--- src/rtl/multi_rate_tick_gen_pkg.sv ---
// -----------------------------------------------------------------------------
// multi_rate_tick_gen_pkg
//   Shared constants and types for the multi-rate tick generator.
//   - DEFAULT_CNT_W        : default half-period counter width
//   - HALF_* constants     : named half-periods at a 25 MHz system clock
//   - DEFAULT_HALF_TABLE   : packed reset half-periods, ch0 in the LSBs
//   - ch_action_e          : per-channel action selected each clock
//   - ch_sel_width()       : width of a channel-select field (never 0)
// -----------------------------------------------------------------------------
package multi_rate_tick_gen_pkg;

  localparam int DEFAULT_CNT_W  = 24;
  localparam int DEFAULT_NUM_CH = 4;

  localparam logic [DEFAULT_CNT_W-1:0] HALF_1HZ     = 24'd12500000;
  localparam logic [DEFAULT_CNT_W-1:0] HALF_10KHZ   = 24'd1250;
  localparam logic [DEFAULT_CNT_W-1:0] HALF_REFRESH = 24'd10000;
  localparam logic [DEFAULT_CNT_W-1:0] HALF_4KHZ    = 24'd3125;

  // ch0 = 1 Hz stopwatch base, ch1 = 10 kHz, ch2 = 1.25 kHz refresh, ch3 = 4 kHz tone
  localparam logic [DEFAULT_NUM_CH*DEFAULT_CNT_W-1:0] DEFAULT_HALF_TABLE =
    {HALF_4KHZ, HALF_REFRESH, HALF_10KHZ, HALF_1HZ};

  typedef enum logic [1:0] {
    ACT_CLEAR,  // global phase re-align
    ACT_HOLD,   // channel disabled: freeze phase
    ACT_COUNT,  // mid half-period
    ACT_WRAP    // terminal count: toggle and reload half-period
  } ch_action_e;

  // A one-channel build still needs a 1-bit select field.
  function automatic int ch_sel_width(input int n);
    return (n > 1) ? $clog2(n) : 1;
  endfunction

endpackage

--- src/rtl/multi_rate_tick_gen_if.sv ---
// -----------------------------------------------------------------------------
// multi_rate_tick_gen_if
//   Control/status bundle of the tick generator.
//   master : drives ch_en, sync_clear, div_wr_en/ch/val; observes clk_out, tick
//   slave  : the generator itself
// -----------------------------------------------------------------------------
interface multi_rate_tick_gen_if
  import multi_rate_tick_gen_pkg::*;
#(
  parameter int NUM_CH = DEFAULT_NUM_CH,
  parameter int CNT_W  = DEFAULT_CNT_W
);
  localparam int CH_W = ch_sel_width(NUM_CH);

  logic [NUM_CH-1:0] ch_en;
  logic              sync_clear;
  logic              div_wr_en;
  logic [CH_W-1:0]   div_wr_ch;
  logic [CNT_W-1:0]  div_wr_val;
  logic [NUM_CH-1:0] clk_out;
  logic [NUM_CH-1:0] tick;

  modport master (
    output ch_en, sync_clear, div_wr_en, div_wr_ch, div_wr_val,
    input  clk_out, tick
  );

  modport slave (
    input  ch_en, sync_clear, div_wr_en, div_wr_ch, div_wr_val,
    output clk_out, tick
  );
endinterface

--- src/rtl/multi_rate_tick_gen_tick_channel.sv ---
// -----------------------------------------------------------------------------
// multi_rate_tick_gen_tick_channel
//   One rate channel: half-period counter, shadow/active half-period pair,
//   square-wave toggle and registered rise strobe.
//   twentyFive_mhz_clk, reset : clock, async active-high reset
//   en          : run enable (level); low freezes the phase
//   sync_clear  : return to phase 0 and load shadow into active
//   wr_en/wr_val: shadow half-period write (already decoded for this channel)
//   clk_out     : 50% square wave, period 2*H clocks
//   tick        : one-cycle strobe in the cycle clk_out becomes 1
// -----------------------------------------------------------------------------
module multi_rate_tick_gen_tick_channel
  import multi_rate_tick_gen_pkg::*;
#(
  parameter int               CNT_W        = DEFAULT_CNT_W,
  parameter logic [CNT_W-1:0] DEFAULT_HALF = CNT_W'(1)
) (
  input  logic             twentyFive_mhz_clk,
  input  logic             reset,
  input  logic             en,
  input  logic             sync_clear,
  input  logic             wr_en,
  input  logic [CNT_W-1:0] wr_val,
  output logic             clk_out,
  output logic             tick
);

  logic [CNT_W-1:0] cnt_reg, cnt_next;
  logic [CNT_W-1:0] active_reg, active_next;
  logic [CNT_W-1:0] shadow_reg, shadow_next;
  logic             clk_out_reg, clk_out_next;
  logic             tick_reg, tick_next;
  logic [CNT_W-1:0] last_cnt;
  ch_action_e       action;

  // A programmed half-period of 0 behaves as 1, so the terminal count is 0.
  assign last_cnt = (active_reg == '0) ? '0 : active_reg - CNT_W'(1);

  always_comb begin
    action = ACT_COUNT;
    if (sync_clear)             action = ACT_CLEAR;
    else if (!en)               action = ACT_HOLD;
    else if (cnt_reg == last_cnt) action = ACT_WRAP;
  end

  always_comb begin
    cnt_next     = cnt_reg;
    clk_out_next = clk_out_reg;
    tick_next    = 1'b0;
    active_next  = active_reg;
    // A write in the same cycle as a reload is seen by that reload.
    shadow_next  = wr_en ? wr_val : shadow_reg;
    case (action)
      ACT_CLEAR: begin
        cnt_next     = '0;
        clk_out_next = 1'b0;
        active_next  = shadow_next;
      end
      ACT_HOLD: begin
        // Phase is frozen, so picking up a new half-period cannot cut one short.
        active_next = shadow_next;
      end
      ACT_WRAP: begin
        cnt_next     = '0;
        clk_out_next = ~clk_out_reg;
        tick_next    = ~clk_out_reg;
        active_next  = shadow_next;
      end
      default: begin
        cnt_next = cnt_reg + CNT_W'(1);
      end
    endcase
  end

  always_ff @(posedge twentyFive_mhz_clk or posedge reset) begin
    if (reset) begin
      cnt_reg     <= '0;
      active_reg  <= DEFAULT_HALF;
      shadow_reg  <= DEFAULT_HALF;
      clk_out_reg <= 1'b0;
      tick_reg    <= 1'b0;
    end else begin
      cnt_reg     <= cnt_next;
      active_reg  <= active_next;
      shadow_reg  <= shadow_next;
      clk_out_reg <= clk_out_next;
      tick_reg    <= tick_next;
    end
  end

  assign clk_out = clk_out_reg;
  assign tick    = tick_reg;

endmodule

--- src/rtl/multi_rate_tick_gen.sv ---
// -----------------------------------------------------------------------------
// multi_rate_tick_gen
//   NUM_CH independent square-wave / tick generators on the 25 MHz clock.
//   twentyFive_mhz_clk : system clock
//   reset              : async active-high, restores DEFAULT_HALF everywhere
//   bus (slave)        : ch_en, sync_clear, div_wr_en/ch/val in;
//                        clk_out, tick out (all straight from flops)
//   Writes addressed to a channel index >= NUM_CH match no channel and are
//   dropped.
// -----------------------------------------------------------------------------
module multi_rate_tick_gen
  import multi_rate_tick_gen_pkg::*;
#(
  parameter int                      NUM_CH       = DEFAULT_NUM_CH,
  parameter int                      CNT_W        = DEFAULT_CNT_W,
  parameter logic [NUM_CH*CNT_W-1:0] DEFAULT_HALF = DEFAULT_HALF_TABLE
) (
  input  logic                 twentyFive_mhz_clk,
  input  logic                 reset,
  multi_rate_tick_gen_if.slave bus
);

  localparam int CH_W = ch_sel_width(NUM_CH);

  logic [NUM_CH-1:0] clk_out_vec;
  logic [NUM_CH-1:0] tick_vec;

  for (genvar gi = 0; gi < NUM_CH; gi++) begin : g_ch
    logic wr_hit;

    assign wr_hit = bus.div_wr_en && (bus.div_wr_ch == CH_W'(gi));

    multi_rate_tick_gen_tick_channel #(
      .CNT_W        (CNT_W),
      .DEFAULT_HALF (DEFAULT_HALF[gi*CNT_W +: CNT_W])
    ) u_channel (
      .twentyFive_mhz_clk (twentyFive_mhz_clk),
      .reset              (reset),
      .en                 (bus.ch_en[gi]),
      .sync_clear         (bus.sync_clear),
      .wr_en              (wr_hit),
      .wr_val             (bus.div_wr_val),
      .clk_out            (clk_out_vec[gi]),
      .tick               (tick_vec[gi])
    );
  end

  assign bus.clk_out = clk_out_vec;
  assign bus.tick    = tick_vec;

endmodule

--- src/flat_wrapper.sv ---
// flat-port wrapper written by rule: the top's interface ports become plain ports
module multi_rate_tick_gen_flat import multi_rate_tick_gen_pkg::*;
#(
  parameter int                      NUM_CH       = DEFAULT_NUM_CH,
  parameter int                      CNT_W        = DEFAULT_CNT_W,
  parameter logic [NUM_CH*CNT_W-1:0] DEFAULT_HALF = DEFAULT_HALF_TABLE
)
  (twentyFive_mhz_clk, reset, bus_ch_en, bus_sync_clear, bus_div_wr_en, bus_div_wr_ch, bus_div_wr_val, bus_clk_out, bus_tick);
  multi_rate_tick_gen_if #(.NUM_CH(NUM_CH), .CNT_W(CNT_W)) bus_i ();
  input  logic twentyFive_mhz_clk;
  input  logic reset;
  input wire logic [$bits(bus_i.ch_en)-1:0] bus_ch_en;
  input wire logic [$bits(bus_i.sync_clear)-1:0] bus_sync_clear;
  input wire logic [$bits(bus_i.div_wr_en)-1:0] bus_div_wr_en;
  input wire logic [$bits(bus_i.div_wr_ch)-1:0] bus_div_wr_ch;
  input wire logic [$bits(bus_i.div_wr_val)-1:0] bus_div_wr_val;
  output wire logic [$bits(bus_i.clk_out)-1:0] bus_clk_out;
  output wire logic [$bits(bus_i.tick)-1:0] bus_tick;
  assign bus_i.ch_en = bus_ch_en;
  assign bus_i.sync_clear = bus_sync_clear;
  assign bus_i.div_wr_en = bus_div_wr_en;
  assign bus_i.div_wr_ch = bus_div_wr_ch;
  assign bus_i.div_wr_val = bus_div_wr_val;
  assign bus_clk_out = bus_i.clk_out;
  assign bus_tick = bus_i.tick;
  multi_rate_tick_gen #(.NUM_CH(NUM_CH), .CNT_W(CNT_W), .DEFAULT_HALF(DEFAULT_HALF)) u_core (.twentyFive_mhz_clk(twentyFive_mhz_clk), .reset(reset), .bus(bus_i));
endmodule
--- config.mk ---
export PLATFORM = sky130hd
export DESIGN_NAME = multi_rate_tick_gen_flat
export DESIGN_NICKNAME = d
export VERILOG_FILES = /design/src/rtl/multi_rate_tick_gen_pkg.sv /design/src/rtl/multi_rate_tick_gen_if.sv /design/src/rtl/multi_rate_tick_gen_tick_channel.sv /design/src/rtl/multi_rate_tick_gen.sv /design/src/flat_wrapper.sv
export SDC_FILE = /design/constraint.sdc
export NUM_CORES = 1
export LEC_CHECK = 0
export CAP_MARGIN = 20
export CORE_UTILIZATION = 53
export DETAILED_ROUTE_END_ITERATION = 6
export PLACE_DENSITY = 0.8
export SLEW_MARGIN = 20
export SYNTH_ARGS = -nofsm -noshare
export SYNTH_HDL_FRONTEND = slang
export SYNTH_HIERARCHICAL = 1
export SYNTH_SLANG_ARGS = --single-unit
--- constraint.sdc ---
create_clock -name twentyFive_mhz_clk -period 6.1 [get_ports twentyFive_mhz_clk]
set_clock_uncertainty 0.05 [all_clocks]
set_input_delay 1.22 -clock twentyFive_mhz_clk [delete_from_list [all_inputs] [get_ports twentyFive_mhz_clk]]
set_output_delay 1.22 -clock twentyFive_mhz_clk [all_outputs]
set_load 0.02 [all_outputs]
==> out/summary.txt, run 1 <==
status = finished with violations
failing checks = DRC
gpl congestion = 0.924
Antenna Cells = 0
routed via count = 12294
Iter 0 DRT Violations = 930
number of global-route vias before repair = 12004
Initial Utilization = 54.1%
LEAKAGE = 7.20 nW
Synth area leader = dfrtp_1
level count of the clock H-tree = 1
Max-cap violations = 0
Setup Slack @ Placement = 1.14 ns
Final setup viols = 0
Synth area leaders = dfrtp_1 36%, mux2_2 13%, dfstp_2 8.8%
Post-CTS Resized = 0
post-CTS setup buffers = 0
Arrival @ worst endpoint = 5.05 ns
DIE WIDTH = 179 um
RSZ-0062 raised after global routing = no
Tcrit/Tclk final = 76.4%
synth cell count leaders = 240 x dfrtp_1, 190 x mux2_2, 149 x nor2_1, 93 x xor2_1, 88 x xnor2_1
Crit path top cell by count = ha_1
Max IR drop VDD = 0.249 mV
hold_buf cts = 0
Synth Instances = 1582
via/cell ratio = 6.15
Placed Instances = 1941
sequence of cells on the critical path = inv_1 -> ha_1 -> nor3b_2 -> nand4_2 -> or4b_1 -> o21ai_1 -> a22oi_1 -> a211o_1 -> nor3_2 -> a31oi_1 -> ha_1 -> nor2b_1 -> buf_4 -> nor2_1
first-pass GRT wire length = 62600 um
Final WS setup = 1.44 ns
clock sink count = 296
Final HPWL DP = 27300 um
Max clock buf depth = 3
root buffer cell = clkbuf_16
Setup TNS = 0 ns
Final Hold Fails = 0
Routed WL per cell = 19.1 um
syn_nets = 1636
Final min period = 4.66 ns
critical path endpoint category = flip-flop
Cell Count, Final, Fillers Out = 1998
most frequent cell after synthesis = dfrtp_1
critical path class = flip-flop to flip-flop
cell area after synthesis = 16600 um^2
DRT Wirelength = 38200 um
post-synth top area share = 36.1%
initial antenna violation count = 1
CP Max Fanout = 11
Post-synth EDFFs = 0
Layout area overhead = 10.5%
Fillers = 2492
drt drc = 4
area of the core = 30700 um^2
pwr dens = 309 nW/um^2
die area = 32100 um^2
IO Pins = 42
CP Data Required Time = 6.49 ns
GR Util All Layers = 24.6%
Pre-antenna DRT Iters = 7
Syn Area/Cell = 10.5 um^2
total CTS buffers = 30
CTS tree = done
nets = 1632
Synthesis Warnings = 6
slowest stage cell, crit path = or4b_1
worst min-delay path class = flip-flop to flip-flop
antenna viol nets, final = 0
largest net degree at the start of global routing = 75
max_slew headroom = 32.5%
share of post-route cells with drive strength above 1 = 22.7%
synth unique cells = 87
CTS clk-pin slew, worst paths = 0.06 ns
final slew viol count = 0
FP Rows = 64
Startpoint Class = flip-flop
Top FF cell, synth = dfrtp_1
IO Port Bufs = 41
sequential area share after synthesis = 44.9%
Worst-Margin Slew = 1.00 ns
FFs w/ async S/R, synth = 100%
Die Ht = 179 um
Worst path max stage delay = 0.73 ns
Congestion Overflow GR = 0
maximum clock rate = 215 MHz
clk_lat worst skew = 0.56 ns
#FFs+latches synth = 296
[per-layer routing]
metal,wire (um),part of all wire (%),up-vias,GRT usage (%)
met3,2130,5.6,70,3.48
met2,18000,47,366,40.1
met1,17200,45,6177,34.2
met5,0,0,-,0
li1,-,-,5681,-
met4,862,2.3,0,6.72
[power breakdown]
group	total (mW)	leakage, nW	switching [mW]	internal, mW
logic	1.04	3.01	0.534	0.509
clock network	2.06	0.550	0.768	1.29
registers	2.58	3.64	0.293	2.29
[cells in the final DEF (no fill, tap or decap), types with 22 or more instances in the layout]
cell type	instances
a21oi_1	41
and3_1	22
clkbuf_16	31
clkdlybuf4s50_1	41
dfrtp_1	240
dfstp_2	56
inv_1	23
mux2_2	190
nand2_1	62
nand3_1	53
nand4_1	38
nor2_1	149
nor3_1	64
nor4_1	25
o21ai_0	46
or3_1	29
xnor2_1	88
xor2_1	93
[critical path, delay by kind of cell, from the launching register on]
| kind | cells | cell delay (ns) |
|---|---|---|
| DFF | 1 | 0.41 |
| and+or+nand+nor | 6 | 2.32 |
| adders and majority gates | 2 | 0.62 |
| AOI/OAI and AO/OA | 4 | 0.67 |
| buffers and inverters | 2 | 0.48 |
[kinds of logic after synthesis]
kind of cell             count (synthesis)  synth area share [%]
flip-flops                             296                  44.9
AND/OR/NAND/NOR                        583                  20.0
multiplexers                           198                  13.3
AO/OA/AOI/OAI                          190                  7.73
XOR/XNOR                               182                  9.66
adder cells (fa/ha/maj)                 20                  1.50
buffers and inverters                  113                  2.84
[per-stage QoR]
stage	hold slack [ns]	utilization, %	cell area [um^2]	total power, mW
after floorplan	0.419	-	16600	3.34
after global placement	0.394	56.1	17200	3.58
after detailed placement	0.399	56.1	17200	3.64
after CTS	0.408	59.7	18400	5.72
after global routing	0.426	59.8	18400	5.95
final	0.408	59.8	18400	5.69
[path summary, 6_finish.rpt]
kind	to	start	depth (start not counted)	slack, ns
worst max-delay path	u_core/g_ch[0].u_channel/cnt_reg[3]$_DFFE_PP0P_	u_core/g_ch[0].u_channel/active_reg[0]$_DFFE_PP0P_	14	1.44
worst min-delay path	u_core/g_ch[2].u_channel/tick$_DFF_PP0_	u_core/g_ch[2].u_channel/clk_out$_DFFE_PP0P_	1	0.41
worst max register to register	u_core/g_ch[0].u_channel/cnt_reg[3]$_DFFE_PP0P_	u_core/g_ch[0].u_channel/active_reg[0]$_DFFE_PP0P_	14	1.44
worst min register to register	u_core/g_ch[2].u_channel/tick$_DFF_PP0_	u_core/g_ch[2].u_channel/clk_out$_DFFE_PP0P_	1	0.41
max in group asynchronous	u_core/g_ch[3].u_channel/active_reg[11]$_DFFE_PP1P_	reset	3	3.69
min in group asynchronous	u_core/g_ch[2].u_channel/active_reg[3]$_DFFE_PP0P_	reset	2	1.32
[layout make-up]
class	instances	area, um^2	area share, %
clock buffers	42	877	4.77
multi-input cells	1173	8710	47.3
flip-flops and latches	296	7480	40.7
inverters	27	101	0.551
well taps	396	495	2.69
clock inverters	14	250	1.36
repair buffers	50	482	2.62
Note: power is estimated with default switching activity, not from simulation.
==> run 2: changes to the inputs <==
Clock period 6.1 ns to 4.38 ns, I/O delays scaled along.
==> run 2 against run 1 <==
The run still ends with DRC left. Hold slack gained 0.00070 ns. Largest power group unchanged. Critical path depth down 2. First-iteration DRC count fell by 5.1%. Clock power up 28%. Combinational power increased by 42%. Largest cell class unchanged.
==> out/summary.txt, run 2 (same netlist as run 1, synthesis figures left out) <==
root buffer cell = clkbuf_16
Final min period = 4.14 ns (-0.514 ns)
routed via count = 12360 (+0.54%)
RSZ-0062 raised after global routing = no
Fillers = 2522 (+1.2%)
failing checks = DRC
GR Util All Layers = 25.1% (+0.47 points)
number of global-route vias before repair = 12216 (+1.8%)
drt drc = 4 (unchanged)
nets = 1652 (+1.2%)
level count of the clock H-tree = 1 (unchanged)
Worst-Margin Slew = 0.920 ns (-0.0829 ns)
CP Max Fanout = 9 (-2)
die area = 32100 um^2 (unchanged)
hold_buf cts = 0 (unchanged)
Max-cap violations = 0 (unchanged)
most frequent cells in the layout = 240 x dfrtp_1, 190 x mux2_2, 149 x nor2_1
Worst Hold Launch = u_core/g_ch[2].u_channel/clk_out$_DFFE_PP0P_
Layout area overhead = 11.2%
Initial Utilization = 54.1% (unchanged)
IO Port Bufs = 41 (unchanged)
Antenna Cells = 0 (unchanged)
DRT Wirelength = 39200 um (+2.6%)
reg-to-reg critical path startpoint = u_core/g_ch[3].u_channel/active_reg[3]$_DFFE_PP0P_
Routed WL per cell = 19.4 um (+1.5%)
critical path endpoint category = flip-flop
DIE WIDTH = 179 um (unchanged)
maximum clock rate = 241 MHz (+12%)
post-CTS setup buffers = 0 (unchanged)
multi-input logic area = 8720 um^2 (+0.13%)
Max clock buf depth = 3 (unchanged)
max_slew headroom = 38.6% (+6.1 points)
critical path class = flip-flop to flip-flop
largest net degree at the start of global routing = 75 (unchanged)
pwr dens = 417 nW/um^2 (+35%)
area occupied by registers = 7480 um^2 (unchanged)
Post-CTS Resized = 0 (unchanged)
Hold Slack = 0.409 ns (+0.000705 ns)
gpl congestion = 0.915 (-0.99%)
clock sink count = 296 (unchanged)
crit path launch = u_core/g_ch[3].u_channel/active_reg[3]$_DFFE_PP0P_
share of post-route cells with drive strength above 1 = 23.8% (+1.1 points)
Die Ht = 179 um (unchanged)
FP Rows = 64 (unchanged)
antenna viol nets, final = 0 (unchanged)
first-pass GRT wire length = 63600 um (+1.5%)
worst min-delay path class = flip-flop to flip-flop
CTS tree = done
Final setup viols = 0 (unchanged)
via/cell ratio = 6.12 (-0.46%)
leading cell type in the layout, fill and taps excluded = dfrtp_1
Tcrit/Tclk final = 94.6% (+18 points)
total CTS buffers = 31 (+3.3%)
final slew viol count = 0 (unchanged)
Iter 0 DRT Violations = 883 (-5.1%)
Pre-antenna DRT Iters = 7 (unchanged)
Max IR drop VDD = 0.309 mV (+24%)
IO Pins = 42 (unchanged)
status = finished with violations
clk_lat worst skew = 0.57 ns (about the same)
Arrival @ worst endpoint = 4.58 ns (-0.47 ns)
CP Data Required Time = 4.81 ns (-1.68 ns)
Placed Instances = 1961 (+1.0%)
Final Hold Fails = 0 (unchanged)
Startpoint Class = flip-flop
Cell Count, Final, Fillers Out = 2018 (+1.0%)
initial antenna violation count = 1 (unchanged)
Congestion Overflow GR = 0 (unchanged)
area of the core = 30700 um^2 (unchanged)
CTS clk-pin slew, worst paths = 0.06 ns (about the same)
Final HPWL DP = 27400 um (+0.46%)
LEAKAGE = 7.29 nW (+1.3%)
Setup TNS = 0 ns (unchanged)
run 2: cell type report:
cell class	count	area share, %
inverters	27	0.561
repair buffers	69	3.62
flip-flops and latches	296	40.4
well taps	396	2.68
clock inverters	18	0.879
clock buffers	39	4.73
multi-input cells	1173	47.1
run 2: metrics by stage:
| step | area [um^2] | power [mW] | util [%] | setup slack [ns] |
|---|---|---|---|---|
| floorplan | 16600 | 4.66 | - | 0.469 |
| global placement | 17400 | 5.00 | 56.7 | 0.155 |
| detailed placement | 17400 | 5.09 | 56.7 | 0.147 |
| CTS | 18500 | 7.75 | 60.1 | 0.218 |
| global route | 18500 | 8.08 | 60.2 | 0.00875 |
| finish | 18500 | 7.72 | 60.2 | 0.237 |
run 2: layer usage:
layer  GRT usage [%]  vias up  share of wire [%]
met2            41.1      362                 48
met4            8.51        0                2.6
li1                -     5724                  -
met1            33.5     6191                 44
met3            4.24       83                6.0
met5               0        -                  0
run 2: critical path: stages, from the launching register on:
cell       delay [ns]
dfrtp_1          0.45
or4_4            0.60
nor3_4           0.32
nand2_2          0.13
or3_1            0.36
a211o_1          0.27
or4_4            0.44
a2111oi_4        0.32
a31oi_1          0.16
ha_1             0.40
nor2b_1          0.17
buf_4            0.21
nor3_1           0.17
run 2: where the power goes:
part | total [mW] | leakage [nW] | internal, mW | switching (mW)
combinational | 1.48 | 3.13 | 0.731 | 0.751
sequential | 3.61 | 3.64 | 3.19 | 0.419
clock | 2.64 | 0.514 | 1.53 | 1.10
run 2: worst paths after layout:
check	endpoint	slack (ns)	depth (start not counted)
setup reg to reg	u_core/g_ch[3].u_channel/cnt_reg[13]$_DFFE_PP0P_	0.24	12
max in group asynchronous	u_core/g_ch[1].u_channel/cnt_reg[15]$_DFFE_PP0P_	2.51	3
min in group asynchronous	u_core/g_ch[2].u_channel/shadow_reg[2]$_DFF_PP0_	0.91	3
hold reg to reg	u_core/g_ch[2].u_channel/tick$_DFF_PP0_	0.41	1
hold / removal	u_core/g_ch[2].u_channel/tick$_DFF_PP0_	0.41	1
setup / recovery	u_core/g_ch[3].u_channel/cnt_reg[13]$_DFFE_PP0P_	0.24	12
